<file path="config.mk">
export PLATFORM = sky130hd
export DESIGN_NAME = vector_mem_sequencer
export DESIGN_NICKNAME = d
export VERILOG_FILES = /design/src/rtl/vector_mem_sequencer.sv
export SDC_FILE = /design/constraint.sdc
export NUM_CORES = 1
export LEC_CHECK = 0
export ABC_AREA = 1
export CORE_MARGIN = 5
export CORE_UTILIZATION = 57
export CTS_BUF_LIST = sky130_fd_sc_hd__clkbuf_16
export DETAILED_ROUTE_END_ITERATION = 8
export DONT_BUFFER_PORTS = 1
export PLACE_DENSITY = 0.73
export SLEW_MARGIN = 40
export SYNTH_ARGS = -nofsm -noshare
export SYNTH_HDL_FRONTEND = slang
export SYNTH_SLANG_ARGS = --single-unit
</file>
<file path="constraint.sdc">
create_clock -name clk -period 2 [get_ports clk]
set_input_delay 0.5 -clock clk [delete_from_list [all_inputs] [get_ports clk]]
set_output_delay 0.5 -clock clk [all_outputs]
set_load 0.005 [all_outputs]
</file>
<file path="src/rtl/vector_mem_sequencer.sv">
// vector_mem_sequencer: splits scalar/vector load-store instructions into per-lane word accesses
module vector_mem_sequencer #(
  parameter int LANES = 4,
  parameter int DATA_W = 8,
  parameter int ADDR_W = 16
) (
  input  logic                      clk,
  input  logic                      rst,
  input  logic                      start,
  input  logic                      is_write,
  input  logic                      is_vector,
  input  logic [ADDR_W-1:0]         base_addr,
  input  logic [LANES*DATA_W-1:0]   store_data,
  output logic                      stall,
  output logic                      busy,
  output logic                      done,
  output logic [LANES*DATA_W-1:0]   load_data,
  output logic                      mem_req,
  output logic                      mem_we,
  output logic [ADDR_W-1:0]         mem_addr,
  output logic [DATA_W-1:0]         mem_wdata,
  input  logic                      mem_ack,
  input  logic [DATA_W-1:0]         mem_rdata
);
  localparam int LW = $clog2(LANES);
  typedef enum logic [1:0] {IDLE, ACCESS, DONE} state_t;
  state_t state_q, state_d;
  logic [LW-1:0] lane_q, lane_d;
  logic we_q, we_d, vec_q, vec_d;
  logic [ADDR_W-1:0] base_q, base_d;
  logic [LANES*DATA_W-1:0] sd_q, sd_d, ld_q, ld_d;
  logic last, acc;
  assign last = vec_q ? (lane_q == LW'(LANES - 1)) : (lane_q == '0);
  assign acc = !rst && state_q == ACCESS;
  always_comb begin
    state_d = state_q;
    lane_d = lane_q;
    we_d = we_q;
    vec_d = vec_q;
    base_d = base_q;
    sd_d = sd_q;
    ld_d = ld_q;
    if (state_q == IDLE && start) begin
      state_d = ACCESS;
      lane_d = '0;
      ld_d = '0;
      we_d = is_write;
      vec_d = is_vector;
      base_d = base_addr;
      sd_d = store_data;
    end else if (state_q == ACCESS && mem_ack) begin
      state_d = last ? DONE : ACCESS;
      lane_d = last ? lane_q : lane_q + 1'b1;
      if (!we_q) ld_d[lane_q*DATA_W +: DATA_W] = mem_rdata;
    end else if (state_q == DONE) begin
      state_d = IDLE;
    end
  end
  always_ff @(posedge clk) begin
    if (rst) begin
      state_q <= IDLE;
      lane_q <= '0;
      we_q <= 1'b0;
      vec_q <= 1'b0;
      base_q <= '0;
      sd_q <= '0;
      ld_q <= '0;
    end else begin
      state_q <= state_d;
      lane_q <= lane_d;
      we_q <= we_d;
      vec_q <= vec_d;
      base_q <= base_d;
      sd_q <= sd_d;
      ld_q <= ld_d;
    end
  end
  assign stall = !rst && ((state_q == IDLE && start) || state_q == ACCESS);
  assign busy = !rst && state_q != IDLE;
  assign done = !rst && state_q == DONE;
  assign load_data = rst ? '0 : ld_q;
  assign mem_req = acc;
  assign mem_we = acc && we_q;
  assign mem_addr = acc ? base_q + ADDR_W'(lane_q) : '0;
  assign mem_wdata = acc ? sd_q[lane_q*DATA_W +: DATA_W] : '0;
endmodule

</file>
# Yosys cells after proc, flatten, opt, wreduce, memory -nomap -nowiden
# Index checks and enable logic that the tools add are counted.
word_totals:
  reg_bits: 86
  inputBits: 62
classes:
  addsub: 3
  n_eq_ne: 3
  shifts: 3
  muxes: 9
  bitwise_logic: 2
  reduce_logical: 17
ops:
  columns: ["op", "count"]
  rows:
  - ["negation 5 -> 34 bit", 1]
  - ["variable shift 8 x 34 -> 32 bit, first input constant", 1]
  - ["variable part select 8 x 34 -> 32 bit", 1]
  - ["bitwise mux 32 bit", 1]
  - ["2-to-1 mux 32 bit", 1]
  - ["variable part select 32 x 6 -> 8 bit", 1]
  - ["adder 16 x 2 -> 16 bit", 1]
  - ["2-to-1 mux 16 bit", 1]
  - ["2-to-1 mux 8 bit", 1]
  - ["logical AND 1 bit", 7]
  - ["2-to-1 mux 2 bit", 3]
  - ["== test 2 bit, second input constant", 2]
  - ["zero test 2 bit", 2]
  - ["AND reduction 2 bit", 2]
  - ["nonzero test 2 bit", 2]
  - ["nonzero test 3 bit", 1]
  - ["adder 2 x 1 -> 2 bit, second input constant", 1]
  - ["== test 2 x 1 -> 1 bit, second input constant", 1]
  - ["2-to-1 mux 1 bit", 2]
  - ["inverter 1 bit", 2]
  - ["OR reduction 2 bit", 1]
  - ["zero test 1 bit", 1]
  - ["logical OR 1 bit", 1]

# Depth between registers and ports, before layout
# Gate-level depths: netlist of the first run.
depth:
  ltp_word: 5
  mapped_depth: 11

# Worst setup path before layout of the first run
# OpenSTA, ideal clock, no wires.
synth_timing:
  kind: "register -> register"
  startpoint: "register lane_q[1]"
  endpoint: "register ld_q[20]"
  t_arrival_ps: 1969
  required_time_ps: 1936
  setup_slack_ps: -32
  stages_incl_launch_ff: 11
  n_path_buf: 2
  period_less_slack_ps: 2032
  cell_sequence: "dfxtp_1 buf_2 clkinv_1 ha_1 inv_1 nor2_1 buf_2 nand2_1 nor2_1 nor2_1 nor2_1"
synth_via:
  elab_chain_cells: 3
  elab_cells_between_ends: 4
  classes_between: "1 x add/sub; 2 x shift; 1 x mux"
synth_lines:
  columns: ["element", "line_no", "text"]
  rows:
  - ["from (decl)", "28", "logic [LW-1:0] lane_q, lane_d;"]
  - ["from (signal assigned)", "70", "lane_q <= lane_d;"]
  - ["negation 5 -> 34 bit (*)", "54", "if (!we_q) ld_d[lane_q*DATA_W +: DATA_W] = mem_rdata;"]
  - ["variable part select 8 x 34 -> 32 bit / variable shift 8 x 34 -> 32 bit (equally long branches)", "54", null]
  - ["bitwise mux 32 bit (*)", "54", null]
  - ["to (signal assigned)", "75", "ld_q <= ld_d;"]
  - ["to (decl)", "31", "logic [LANES*DATA_W-1:0] sd_q, sd_d, ld_q, ld_d;"]
# Mark *: on every way between the ends. The rest lies on a longest branch, timed or not.
# A chain may end at the register's enable or synchronous reset.

# Worst setup path after layout of the first run
layout_timing:
  startpoint: "register lane_q[0]"
  endpoint: "output mem_addr[10]"
layout_via:
  elab_chain_cells: 2
layout_lines:
  columns: ["element", "line_no", "text"]
  rows:
  - ["adder 16 x 2 -> 16 bit", "84", "assign mem_addr = acc ? base_q + ADDR_W'(lane_q) : '0;"]
  - ["2-to-1 mux 16 bit", "84", null]
  - ["to (decl)", "20", "output logic [ADDR_W-1:0] mem_addr,"]
# No other way between the ends.

==> results.toml, run 1 <==
[worst_hold_path]
hp-class = "primary input to flop"
min-delay-start = "store_data[27]"
whs_path_depth = 2
worst_hold_path.endpoint = "sd_q[27]"

[finish]
layout-area-overhead-vs-synth_pct = 21.8
layout.nets = 796
most-common-layout-cells = "nand2_1, nor2_1, inv_1"
layout_cell_share_with_drive_strength_beyond_1 = 0.177
final_common_cell = "nand2_1"
finish.instance_area_sq_um = 5410
inserted_diodes = 0

[floorplan]
design.portCount = 123
design.die.area_sq_um = 9660
chipWidth_microns = 98.3
core_sq_um = 7650
rows = 32
chipHeight_microns = 98.3
starting_density_of_the_core = 0.581

[grt]
grtUsageMet1 = 0.273
groute.layer.met2.usage = 0.420
grt_util_all_layers = 0.242
grt.busiest_layer = "met2"
grt_antenna_before_repair = 0
number_of_global_route_vias_before_repair = 4197
grt_max_degree = 61
global_route.usage.met3 = 0.0907
grt-ovfl-total = 0
grt_first_pass_wirelength_microns = 19200

[sta]
post-route-min-period_ns = 2.22
clock_skew_ns = 0.00701
maxSlewViolCount = 0
report.final.hold_viol_count = 0
post-route-period-util = 1.11
worst_pin_slew_ns = 0.595
max_slew_margin = 0.603
setup_ws_ns = -0.215
rsz0062_at_grt = "true"
max_freq_mhz = 451
report.final.setup_viol = 20

[worst_setup_path]
critical_path_arrival_ns = 1.72
r2r_cells = 13
critical_path.endpoint_type = "output pin"
path_class = "flop to output pin"
critical_path.startpoint_type = "flop"
timing.critical_path.mode_cell = "nand2_1"
cp_slowest_stage_delay_ns = 0.37
cp_max_fo = 6
regToRegSetupSlack_ns = 0.09
cpMaxStageDelayCell = "fa_2"
worst-path-buf-inv = 0
timing.rr.end = "ld_q[19]"
timing.critical_path.max_delay_family = "adder cells"
launching_point_of_the_worst_reg2reg_path = "lane_q[0]"
critical_path_cell_by_cell = "ha_4 > fa_2 > nand2_4 > nor2_4 > and2_4 > nand2_1 > nand2_1 > nor2_2"
timing.critical_path.required_ns = 1.50

[run_status]
status = "complete, but fails checks"
violated_checks = "negative setup slack"

[clock_tree]
cts_tree = "done"
cts_inserted_buffers = 9
cts_max_level = 3
cts_hold_buf = 0
insertion_delay_ns = 0.34
cts.path.max_buffers = 2
cts.sinks = 86
clk_root_buffer_cell = "clkbuf_16"
clk_pin_slew_worst_paths_ns = 0.07

[placement]
gp_congestion = 0.850
dp_hpwl_microns = 7940
detailedPlace.worstSlack_ns = -0.154
placement.io_buffers = 0
placed_cell_area_sq_um = 4520

[power]
pwr_density_nw_per_um2 = 726
vdd.ir_drop.worst_uv = 454
p_leak_nw = 2.33

[detailed_routing]
route.detailed.drc = 0
drt_wl_total_microns = 12100
drtIter0Drc = 226
wl_per_cell_microns = 14.6
vias = 4365
detail_route.vias_per_cell = 5.25
antenna_left = 0
drt_pass1_iterations = 5

[logic_synthesis]
synth_area_per_cell_sq_um = 6.20
asyncSetResetFlopFracSynth = 0
syn_inst = 716
synth_nets = 787
synth.cell_area_sq_um = 4440
synth_edf_count = 0
seq_area_frac_synth = 0.388
synth.ff_latch_count = 86
synthDistinctLibCells = 27
dominantRegCellSynth = "dfxtp_1"
yosys_warnings = 0

[flow_run]
maxCapViolations = 0
-- cell usage after synthesis, types with 2 or more instances --
| library cell | instances | share of area |
|---|---|---|
| o21ai_0 | 47 | 0.053 |
| dfxtp_1 | 86 | 0.39 |
| a21oi_1 | 31 | 0.035 |
| inv_1 | 98 | 0.083 |
| nand2_1 | 199 | 0.17 |
| nor3_1 | 8 | 0.0090 |
| inv_2 | 3 | 0.0025 |
| ha_1 | 8 | 0.023 |
| clkbuf_1 | 16 | 0.014 |
| buf_2 | 14 | 0.016 |
| nand3_1 | 64 | 0.072 |
| nand2_2 | 2 | 0.0028 |
| nor2_1 | 124 | 0.10 |
| nand4_1 | 2 | 0.0028 |
| nor2_4 | 2 | 0.0051 |
-- what timing repair did --
item / in CTS / in global routing
gates cloned: 1 / 1
gates resized for setup: 62 / 63
setup buffers: 11 / 8
pin swaps: 23 / 25
setup endpoints to repair: 54 / 56
-- layer usage --
layer	part of all wire	up-vias
met2	0.49	171
met4	0.025	0
met5	0	-
met1	0.39	1946
met3	0.099	28
li1	-	2220
-- layout make-up --
type	count	area, sq um
clock buffer	9	225
tap	102	128
timing repair buffer	31	342
inverter	102	394
clock inverter	7	55.1
sequential	86	1740
multi-input combinational	495	2530
fill	654	2240
-- where the power goes --
| part | internal [mW] | total (mW) | switching (mW) |
|---|---|---|---|
| clock | 0.855 | 1.58 | 0.729 |
| sequential | 1.81 | 1.87 | 0.0613 |
| combinational | 0.155 | 0.474 | 0.320 |
-- sequential cells by signal, summed over array words and instances (netlist names) --
name     cells
ld_q        32
base_q      16
state_q      2
we_q         1
vec_q        1
lane_q       2
sd_q        32
-- metrics by stage --
| step | total power [mW] | utilization | hold WS, ns | std cells | setup TNS [ns] |
|---|---|---|---|---|---|
| after floorplan | 2.21 | - | 0.414 | 716 | 0 |
| after global placement | 2.28 | 0.591 | 0.425 | 797 | -0.267 |
| after detailed placement | 2.29 | 0.591 | 0.428 | 797 | -2.63 |
| after CTS | 3.91 | 0.670 | 0.289 | 825 | -2.51 |
| after global routing | 4.12 | 0.708 | 0.295 | 832 | -3.55 |
| final | 3.93 | 0.708 | 0.296 | 832 | -2.22 |
-- worst max-delay path by stage --
| stage | from | end | slack [ns] | cells past startpoint |
|---|---|---|---|---|
| global route | base_q[0] | mem_addr[12] | -0.30 | 9 |
| CTS | lane_q[0] | mem_addr[10] | -0.24 | 8 |
| global placement | lane_q[0] | ld_q[28] | -0.04 | 10 |
| finish | lane_q[0] | mem_addr[10] | -0.22 | 8 |
| floorplan | lane_q[0] | mem_addr[10] | 0.009 | 8 |
| detailed placement | lane_q[0] | ld_q[29] | -0.15 | 10 |
-- logic make-up after synthesis --
group | share of synthesized area
adder cells (fa/ha/maj) | 0.0270
AND/OR/NAND/NOR | 0.374
buffers and inverters | 0.121
flip-flops | 0.388
AO/OA/AOI/OAI | 0.0904
(Power assumes the default switching activity.)
==> inputs of run 2 (changes only) <==
--- a/config.mk
+++ b/config.mk
@@ -6,6 +6,7 @@
 export NUM_CORES = 1
 export LEC_CHECK = 0
 export ABC_AREA = 1
+export CORE_ASPECT_RATIO = 1.4
 export CORE_MARGIN = 5
 export CORE_UTILIZATION = 57
 export CTS_BUF_LIST = sky130_fd_sc_hd__clkbuf_16
==> results.toml, run 2 (synthesis gave the netlist of run 1 again) <==
[placement]
placed_cells = 800
gp_congestion = 0.874
detailedPlace.worstSlack_ns = -0.0819
placed_cell_area_sq_um = 4540
dp_hpwl_microns = 8160
placement.io_buffers = 0

[worst_setup_path]
timing.critical_path.required_ns = 1.50
regToRegSetupSlack_ns = 0.12
cp_max_fo = 7
critical_path.startpoint_type = "flop"
timing.rr.end = "ld_q[2]"
launching_point_of_the_worst_reg2reg_path = "lane_q[0]"
path_class = "flop to output pin"
critical_path.endpoint_type = "output pin"
critical_path_arrival_ns = 1.75
crit_end = "mem_addr[10]"
r2r_cells = 13
worstSetupStartpoint = "lane_q[0]"

[power]
design_power_total_mw = 4.02
p_leak_nw = 2.36
combinationalPowerShare = 0.118
pwr_density_nw_per_um2 = 745
pwr-share-seq = 0.466
p_int_mw = 2.93
p_sw_frac = 0.270
power_frac_clock = 0.416
vdd.ir_drop.worst_uv = 580
power_spent_charging_and_discharging_nets_mw = 1.09

[worst_hold_path]
whs_path_depth = 2
min-delay-start = "base_addr[14]"
hp-class = "primary input to flop"

[sta]
post-route-min-period_ns = 2.25
max_slew_margin = 0.661
rsz0062_at_grt = "true"
report.final.setup_viol = 21
max_freq_mhz = 444
post-route-period-util = 1.13
worst_pin_slew_ns = 0.509
report.final.hold_viol_count = 0
setup_ws_ns = -0.254
maxSlewViolCount = 0
worst_hold_slack_ns = 0.292
totalNegativeSetupSlack_ns = -2.20
clock_skew_ns = 0.00419

[run_status]
violated_checks = "negative setup slack"
status = "complete, but fails checks"

[floorplan]
starting_density_of_the_core = 0.577
core_sq_um = 7700
rows = 38
chipWidth_microns = 84.6
design.portCount = 123
design.die.area_sq_um = 9680
chipHeight_microns = 114

[clock_tree]
cts.path.max_buffers = 2
cts_tree = "done"
insertion_delay_ns = 0.34
cts_max_level = 3
clk_pin_slew_worst_paths_ns = 0.06
clk_root_buffer_cell = "clkbuf_16"
cts.sinks = 86
cts_inserted_buffers = 9

[detailed_routing]
route.detailed.drc = 0
antenna_left = 0
wl_per_cell_microns = 14.4
drt_wl_total_microns = 12000
vias = 4350
drtIter0Drc = 159
detail_route.vias_per_cell = 5.23
drt_pass1_iterations = 5

[flow_run]
maxCapViolations = 0

[finish]
most-common-layout-cells = "nand2_1, nor2_1, inv_1"
layout.core_utilization = 0.701
final_common_cell = "nand2_1"
layout_cell_share_with_drive_strength_beyond_1 = 0.183
layout.nets = 798
number_of_filler_instances_in_the_final_layout = 659
finish.instance_area_sq_um = 5400
largest_registers = "ld_q: 32 flops, sd_q: 32 flops, base_q: 16 flops"
inserted_diodes = 0
number_of_non_filler_instances_in_the_completed_layout = 832
layout-area-overhead-vs-synth_pct = 21.5

[grt]
grt_first_pass_wirelength_microns = 19100
grt-ovfl-total = 0
number_of_global_route_vias_before_repair = 4094
grt_max_degree = 53
grt_antenna_before_repair = 0
grt_util_all_layers = 0.248
==> run 2: changes by cell type in the layout (fill, tap and decap cells not counted), moves of 3 or more <==
cell,before,now
a21oi_4,0,4
a21oi_1,12,6
buf_4,18,23
nand2_4,2,5
nor3_1,3,6
nand2_8,3,0
o21ai_2,4,9
buf_6,7,3
o21ai_0,30,25
==> run 2: worst min path at each step <==
stage                 endpoint  slack, ns
global route         base_q[1]       0.29
global placement       sd_q[6]       0.42
finish              base_q[14]       0.29
CTS                   sd_q[30]       0.29
floorplan              sd_q[0]       0.41
detailed placement    sd_q[25]       0.43
==> run 2: layout make-up <==
type                            instances  area [sq um]  share of cell area
Clock inverter                          7          73.8              0.0137
Tap cell                              100           125              0.0232
Sequential cell                        86          1730               0.321
Timing Repair Buffer                   32           314              0.0582
Inverter                              102           393              0.0728
Timing Repair inverter                  1          5.00            0.000927
Multi-Input combinational cell        495          2530               0.468
Clock buffer                            9           225              0.0417
==> run 2: per-layer routing <==
layer  vias to the layer above  global-route usage  part of all wire
met3                        29              0.0634             0.066
met1                      1961               0.267              0.38
met4                         0               0.126             0.030
met2                       131               0.444              0.53
li1                       2229                   -                 -
met5                         -                   0                 0
==> run 2: critical path, cell delays in order, from the launching register on <==
cell and delay [ns]:
dfxtp_4 0.35, ha_4 0.16, fa_2 0.39, nand2_4 0.10
nor2_4 0.05, and2_4 0.15, nand2_2 0.05, nand2_2 0.05
nor2_2 0.12
==> run 2: what timing repair did <==
action / 4_1_cts / 5_1_grt
buffers inserted: 8 / 5
setup endpoints to repair: 30 / 45
hold buffers: 0 / 0
gates cloned: 3 / 1
pin swaps: 23 / 19
hold endpoints to repair: 0 / 0
resized for setup: 89 / 43
==> run 2: power by group through the flow <==
stage | Clock [mW] | Sequential, mW | Combinational (mW)
3_5_place_dp | 0 | 1.90 | 0.401
2_1_floorplan | 0 | 1.89 | 0.327
3_3_place_gp | 0 | 1.90 | 0.390
5_1_grt | 1.78 | 1.88 | 0.538
6_report | 1.67 | 1.87 | 0.475
4_1_cts | 1.69 | 1.87 | 0.446
